### src/rtl/seg7_pkg.sv
// seg7_pkg: shared symbol codes, blanking constants and segment patterns for
// the 7-segment display blocks. Latency: n/a (constants and pure helpers).
// Backpressure: n/a.
// Contents: SYM_* symbol codes, DIGIT_OFF / SEG_OFF blank patterns,
//           SEG_TABLE (symbol -> active-low {g,f,e,d,c,b,a}), digit_sel().
package seg7_pkg;

  localparam logic [3:0] SYM_ARROW_UP   = 4'd10;
  localparam logic [3:0] SYM_ARROW_DOWN = 4'd11;
  localparam logic [3:0] SYM_BLANK      = 4'd15;

  localparam logic [3:0] DIGIT_OFF = 4'b1111;
  localparam logic [6:0] SEG_OFF   = 7'b111_1111;

  // Active-low segment patterns, bit order {g,f,e,d,c,b,a}.
  localparam logic [6:0] SEG_0    = 7'b100_0000;
  localparam logic [6:0] SEG_1    = 7'b111_1001;
  localparam logic [6:0] SEG_2    = 7'b010_0100;
  localparam logic [6:0] SEG_3    = 7'b011_0000;
  localparam logic [6:0] SEG_4    = 7'b001_1001;
  localparam logic [6:0] SEG_5    = 7'b001_0010;
  localparam logic [6:0] SEG_6    = 7'b000_0010;
  localparam logic [6:0] SEG_7    = 7'b111_1000;
  localparam logic [6:0] SEG_8    = 7'b000_0000;
  localparam logic [6:0] SEG_9    = 7'b001_0000;
  localparam logic [6:0] SEG_UP   = 7'b101_1100;
  localparam logic [6:0] SEG_DOWN = 7'b110_0011;

  // Entry 15 is the leftmost element of the concatenation; codes 12..15 are blank.
  localparam logic [15:0][6:0] SEG_TABLE = {
    SEG_OFF, SEG_OFF, SEG_OFF, SEG_OFF,
    SEG_DOWN, SEG_UP, SEG_9, SEG_8,
    SEG_7, SEG_6, SEG_5, SEG_4,
    SEG_3, SEG_2, SEG_1, SEG_0
  };

  // Active-low one-hot digit enable for a slot (slot0 = rightmost = bit 0).
  function automatic logic [3:0] digit_sel(input logic [1:0] slot);
    return ~(4'b0001 << slot);
  endfunction

endpackage

### src/rtl/seg7_decode.sv
// seg7_decode: maps a 4-bit symbol code to active-low 7-segment pattern.
// Latency: purely combinational. Backpressure: none.
// Ports: symbol[3:0] in, segments[6:0] out ({g,f,e,d,c,b,a}, 0 = lit).
module seg7_decode
  import seg7_pkg::*;
(
  input  logic [3:0] symbol,
  output logic [6:0] segments
);

  assign segments = SEG_TABLE[symbol];

endmodule

### src/rtl/seg7_scan_driver.sv
// seg7_scan_driver: time-multiplexes four symbol codes onto shared DIGIT/DISPLAY
// pins, snapshotting sym once per frame. Latency: outputs registered, 1 cycle
// after (slot, cnt). Backpressure: none; en low freezes the scan and blanks.
// Ports: clk, rst (sync, active-high), en, sym[15:0] (slot3..slot0 nibbles),
//        DIGIT[3:0] (active-low), DISPLAY[6:0] (active-low), frame_done (pulse).
// Option: define SEG7_LEADING_ZERO_BLANK_EN to suppress leading zeros on slots 3..1.
module seg7_scan_driver
  import seg7_pkg::*;
#(
  parameter int SCAN_DIV     = 1024,
  parameter int BLANK_CYCLES = 16
) (
  input  logic        clk,
  input  logic        rst,
  input  logic        en,
  input  logic [15:0] sym,
  output logic [3:0]  DIGIT,
  output logic [6:0]  DISPLAY,
  output logic        frame_done
);

  localparam int CW = (SCAN_DIV > 1) ? $clog2(SCAN_DIV) : 1;
  localparam logic [CW-1:0] CNT_LAST  = CW'(SCAN_DIV - 1);
  localparam logic [CW-1:0] CNT_BLANK = CW'(BLANK_CYCLES);

  logic [CW-1:0] cnt;
  logic [1:0]    slot;
  logic [3:0]    shadow [4];

  logic       slot_end;
  logic       frame_end;
  logic [3:0] cur_sym;
  logic [6:0] dec_seg;
  logic [6:0] cur_seg;
  logic [3:0] suppress;
  logic       lit;

  assign slot_end  = (cnt == CNT_LAST);
  assign frame_end = en && slot_end && (slot == 2'd3);

  // Scan position and per-frame snapshot.
  always_ff @(posedge clk) begin
    if (rst) begin
      cnt        <= '0;
      slot       <= 2'd0;
      frame_done <= 1'b0;
      for (int i = 0; i < 4; i++) shadow[i] <= SYM_BLANK;
    end else begin
      frame_done <= frame_end;
      if (en) begin
        if (slot_end) begin
          cnt  <= '0;
          slot <= slot + 2'd1;
        end else begin
          cnt <= cnt + CW'(1);
        end
      end
      if (frame_end) begin
        for (int i = 0; i < 4; i++) shadow[i] <= sym[i*4 +: 4];
      end
    end
  end

`ifdef SEG7_LEADING_ZERO_BLANK_EN
  // Walk from the leftmost slot: a zero is suppressed while everything to its
  // left is dark (blank code or itself a suppressed zero). Slot 0 always shows.
  always_comb begin
    logic left_dark;
    suppress  = 4'b0000;
    left_dark = 1'b1;
    for (int i = 3; i >= 1; i--) begin
      suppress[i] = left_dark && (shadow[i] == 4'd0);
      left_dark   = left_dark && (suppress[i] || (shadow[i] >= 4'd12));
    end
  end
`else
  assign suppress = 4'b0000;
`endif

  assign cur_sym = shadow[slot];

  seg7_decode u_decode (
    .symbol   (cur_sym),
    .segments (dec_seg)
  );

  assign cur_seg = suppress[slot] ? SEG_OFF : dec_seg;

  // A slot with nothing to draw keeps its digit disabled too, so blank symbols
  // and suppressed zeros leave the whole position dark.
  assign lit = en && (cnt >= CNT_BLANK) && (cur_seg != SEG_OFF);

  always_ff @(posedge clk) begin
    if (rst) begin
      DIGIT   <= DIGIT_OFF;
      DISPLAY <= SEG_OFF;
    end else if (lit) begin
      DIGIT   <= digit_sel(slot);
      DISPLAY <= cur_seg;
    end else begin
      DIGIT   <= DIGIT_OFF;
      DISPLAY <= SEG_OFF;
    end
  end

endmodule
### config.mk
export PLATFORM = sky130hd
export DESIGN_NAME = seg7_scan_driver
export DESIGN_NICKNAME = d
export VERILOG_FILES = /design/src/rtl/seg7_pkg.sv /design/src/rtl/seg7_decode.sv /design/src/rtl/seg7_scan_driver.sv
export SDC_FILE = /design/constraint.sdc
export NUM_CORES = 1
export LEC_CHECK = 0
export ABC_CLOCK_PERIOD_IN_PS = 2750
export CAP_MARGIN = 15
export CORE_MARGIN = 1
export CORE_UTILIZATION = 45
export DETAILED_ROUTE_END_ITERATION = 8
export DONT_BUFFER_PORTS = 1
export PLACE_DENSITY = 0.69
export SLEW_MARGIN = 20
export SYNTH_ARGS = -nofsm -noshare
export SYNTH_HDL_FRONTEND = slang
export SYNTH_SLANG_ARGS = --single-unit
export TNS_END_PERCENT = 50
### constraint.sdc
create_clock -name clk -period 2.75 [get_ports clk]
set_clock_uncertainty 0.2 [all_clocks]
set_input_delay 0.1375 -clock clk [delete_from_list [all_inputs] [get_ports clk]]
set_output_delay 0.1375 -clock clk [all_outputs]
set_load 0.02 [all_outputs]
==> impl_metrics.json <==
{
  "synth_sequential_area_ratio_pct": 50.83,
  "r2r.worst_path.cells": 6,
  "setup_tns_ns": 0,
  "yosys.area.top_type_share_pct": 26.43,
  "clock_power_share_pct": 39.3,
  "yosys_warnings": 0,
  "fin_nets": 230,
  "final_hold_viol_count": 0,
  "syn2layout_area_growth_pct": 16.58,
  "start_kind": "flip-flop",
  "finish.instance_area_um2": 2296,
  "critical_path_class": "flip-flop to flip-flop",
  "grt.total_usage_pct": 18.25,
  "layout_worst_path_cycle_share_pct": 91.71,
  "cp_data_required_time_ns": 2.73,
  "detailedPlace.worstSlack_ns": 0.2306,
  "firstDrtPassIters": 4,
  "internal_power_uw": 971.8,
  "detailed_place.area_um2": 2006,
  "worstHoldEndpoint": "cnt[6]",
  "clock_tree_from_tritoncts": "built",
  "remaining_drc_errors": 0,
  "vias": 1365,
  "slew_violations": 0,
  "synth_fp_nets": 208,
  "fmax_ghz": 0.3965,
  "finalWorstSetupSlack_ns": 0.2280,
  "tightest_slew_ns": 0.5229,
  "dp.final_hpwl_um": 2515,
  "std_cell_rows": 23,
  "netlist.top_cell.by_area": "sky130_fd_sc_hd__dfxtp_1",
  "relSlewSlack_pct": 65.02,
  "synthDistinctLibCells": 32,
  "first_global_vias": 1392,
  "routed_wirelength_um": 3655,
  "place_congestion": 0.8116,
  "synth_flop_cell": "sky130_fd_sc_hd__dfxtp_1",
  "drive_above_1_share_pct": 8.040,
  "rsz_0062_raised_after_global_routing": "no",
  "ys_async_sr_fraction_pct": 0,
  "reg2reg_to": "DIGIT[1]",
  "post_synth_inst_count": 176,
  "leakagePower_nw": 0.8107,
  "synth.top_cells.by_area": "sky130_fd_sc_hd__dfxtp_1, sky130_fd_sc_hd__edfxtp_1, sky130_fd_sc_hd__ha_1",
  "design.die.area_um2": 4645,
  "post_cts_sizing_count": 0,
  "worst_ep_arrival_time_ns": 2.50,
  "portBuffers": 0,
  "route.detailed.wl_per_inst_um": 14.68,
  "floorplan.die.height_um": 68.16,
  "first_iter_violations": 104,
  "post_synth_most_frequent_cells": "sky130_fd_sc_hd__dfxtp_1, sky130_fd_sc_hd__nand2b_1, sky130_fd_sc_hd__edfxtp_1",
  "period_minus_slack_ns": 2.522,
  "hold_depth": 3,
  "antenna_cells": 0,
  "critPathCaptureType": "flip-flop",
  "clock_path_buffers": 2,
  "cts_bufs_inserted": 5,
  "grt_first_pass_wirelength_um": 6009,
  "power.share.switching_pct": 21.13,
  "placeableCoreArea_um2": 4086,
  "worstSkewPairLatency_ns": 0.29,
  "cts.sink_count": 42,
  "synthesis.area_per_instance_um2": 11.19,
  "hold_slack_ns": 0.02536,
  "detail-route-antenna-nets": 0,
  "power.density_nw_per_um2": 536.7,
  "final_core_util_pct": 56.18,
  "critical_path.max_fanout": 5,
  "via_per_inst": 5.482,
  "synth_edf_count": 16,
  "effective_utilization_at_floorplan_pct": 48.19,
  "num_io_pins": 31,
  "fillers": 334,
  "report.power.total_mw": 1.232,
  "power.share.sequential_pct": 54.1,
  "timing.hold.worst.class": "input port to flip-flop",
  "initial_antenna_violation_count": 0,
  "ys_ff_latch": 42,
  "grt_remaining_overflow": 0,
  "clkSlewWorstSetupHoldPaths_ns": 0.08,
  "post_synth_instance_area_um2": 1969,
  "htree_levels": 2,
  "power_switching_uw": 260.3,
  "reg2reg_slack_ns": 0.23,
  "die_w_um": 68.16,
  "max_cap_violations": 0,
  "dp.cells": 223,
  "part_of_the_power_in_combinational_logic_pct": 6.6,
  "holdCritStartpoint": "en",
  "cell_with_the_most_instances_after_synthesis": "sky130_fd_sc_hd__dfxtp_1",
  "outcome": "finished, final reports clean",
  "pin_count_of_the_biggest_net_entering_global_routing": 18,
  "irDropWorstVdd_mv": 0.4166,
  "setup_violations": 0,
  "finalNonFillerCells": 249,
  "root_driver": "sky130_fd_sc_hd__clkbuf_8"
}
## flip-flops by register name, summed over array words and instances, names as in the netlist, named ones only
register / flops
DISPLAY: 7
shadow: 16
cnt: 10
slot: 2
DIGIT: 4
frame_done: 1
## layout make-up
type                       count  area [µm²]  area share (%)
clock inverter                 2       37.54           1.635
clock buffer                   6       72.57           3.161
timing repair buffer          20       195.2           8.501
multi-input combinational    120       893.4           38.91
inverter                       9       33.78           1.471
tap                           50       62.56           2.725
sequential                    42        1001           43.60
## critical path: stages (launching register included)
cell	delay, ns
sky130_fd_sc_hd__dfxtp_1	0.47
sky130_fd_sc_hd__mux4_1	0.69
sky130_fd_sc_hd__inv_1	0.17
sky130_fd_sc_hd__ha_1	0.31
sky130_fd_sc_hd__a41o_1	0.25
sky130_fd_sc_hd__a21oi_2	0.22
sky130_fd_sc_hd__nand2_1	0.09
## cell usage in the layout (no fill, tap or decap), types with 2 or more instances in the layout
cell                            netlist  layout
sky130_fd_sc_hd__dfxtp_1             26      26
sky130_fd_sc_hd__dlygate4sd3_1        0      18
sky130_fd_sc_hd__nand2b_1            17      17
sky130_fd_sc_hd__edfxtp_1            16      16
sky130_fd_sc_hd__nor2_1              15      15
sky130_fd_sc_hd__ha_1                13      13
sky130_fd_sc_hd__nor3_1              12      12
sky130_fd_sc_hd__nand2_1             11      11
sky130_fd_sc_hd__xnor2_1             10      10
sky130_fd_sc_hd__inv_1                9       9
sky130_fd_sc_hd__a21oi_1              6       6
sky130_fd_sc_hd__o21ai_0              5       5
sky130_fd_sc_hd__clkbuf_8             0       5
sky130_fd_sc_hd__nand3_1              4       4
sky130_fd_sc_hd__mux4_2               3       3
sky130_fd_sc_hd__nand4_1              3       3
sky130_fd_sc_hd__xor2_1               3       3
sky130_fd_sc_hd__mux4_1               2       2
sky130_fd_sc_hd__mux2i_1              2       2
sky130_fd_sc_hd__or3_1                2       2
sky130_fd_sc_hd__buf_4                0       2
## worst max-delay path by stage
stage / slack (ns) / cells after the start / from / end
floorplan: 0.52 / 7 / flip-flop / DIGIT[0]
global placement: 0.36 / 6 / flip-flop / DIGIT[2]
detailed placement: 0.23 / 6 / flip-flop / DIGIT[1]
CTS: 0.21 / 6 / flip-flop / DIGIT[1]
global route: 0.13 / 6 / flip-flop / DIGIT[1]
finish: 0.23 / 6 / flip-flop / DIGIT[1]
## power groups by stage
| stage | registers [mW] | clock network (mW) | logic, mW |
|---|---|---|---|
| 2_1_floorplan | 0.678 | 0 | 0.0493 |
| 3_3_place_gp | 0.680 | 0 | 0.0506 |
| 3_5_place_dp | 0.682 | 0 | 0.0552 |
| 4_1_cts | 0.667 | 0.490 | 0.0787 |
| 5_1_grt | 0.668 | 0.519 | 0.0874 |
| 6_report | 0.667 | 0.485 | 0.0809 |
## per-layer routing
| metal | vias up | GRT usage (%) | part of all wire (%) |
|---|---|---|---|
| li1 | 651 | - | - |
| met1 | 645 | 18.46 | 39 |
| met2 | 62 | 34.07 | 53 |
| met3 | 7 | 4.333 | 6.1 |
| met4 | 0 | 9.635 | 1.8 |
| met5 | - | 0 | 0 |
## cell families (layout without fill, tap and decap cells)
| group | Yosys count | after routing | share of synthesized area [%] |
|---|---|---|---|
| AOI/OAI and AO/OA | 19 | 19 | 6.036 |
| buffers and inverters | 14 | 37 | 3.812 |
| muxes | 7 | 7 | 7.115 |
| adders and majority gates | 13 | 13 | 8.259 |
| DFF | 42 | 42 | 50.83 |
| and+or+nand+nor | 68 | 68 | 18.17 |
| xor gates and xnor gates | 13 | 13 | 5.781 |
## repair_timing
action,CTS,global route
endpoints found under the hold margin,34,0
hold buffers,18,0
buffers inserted,0,0
Power figures use the tool's default switching activity.
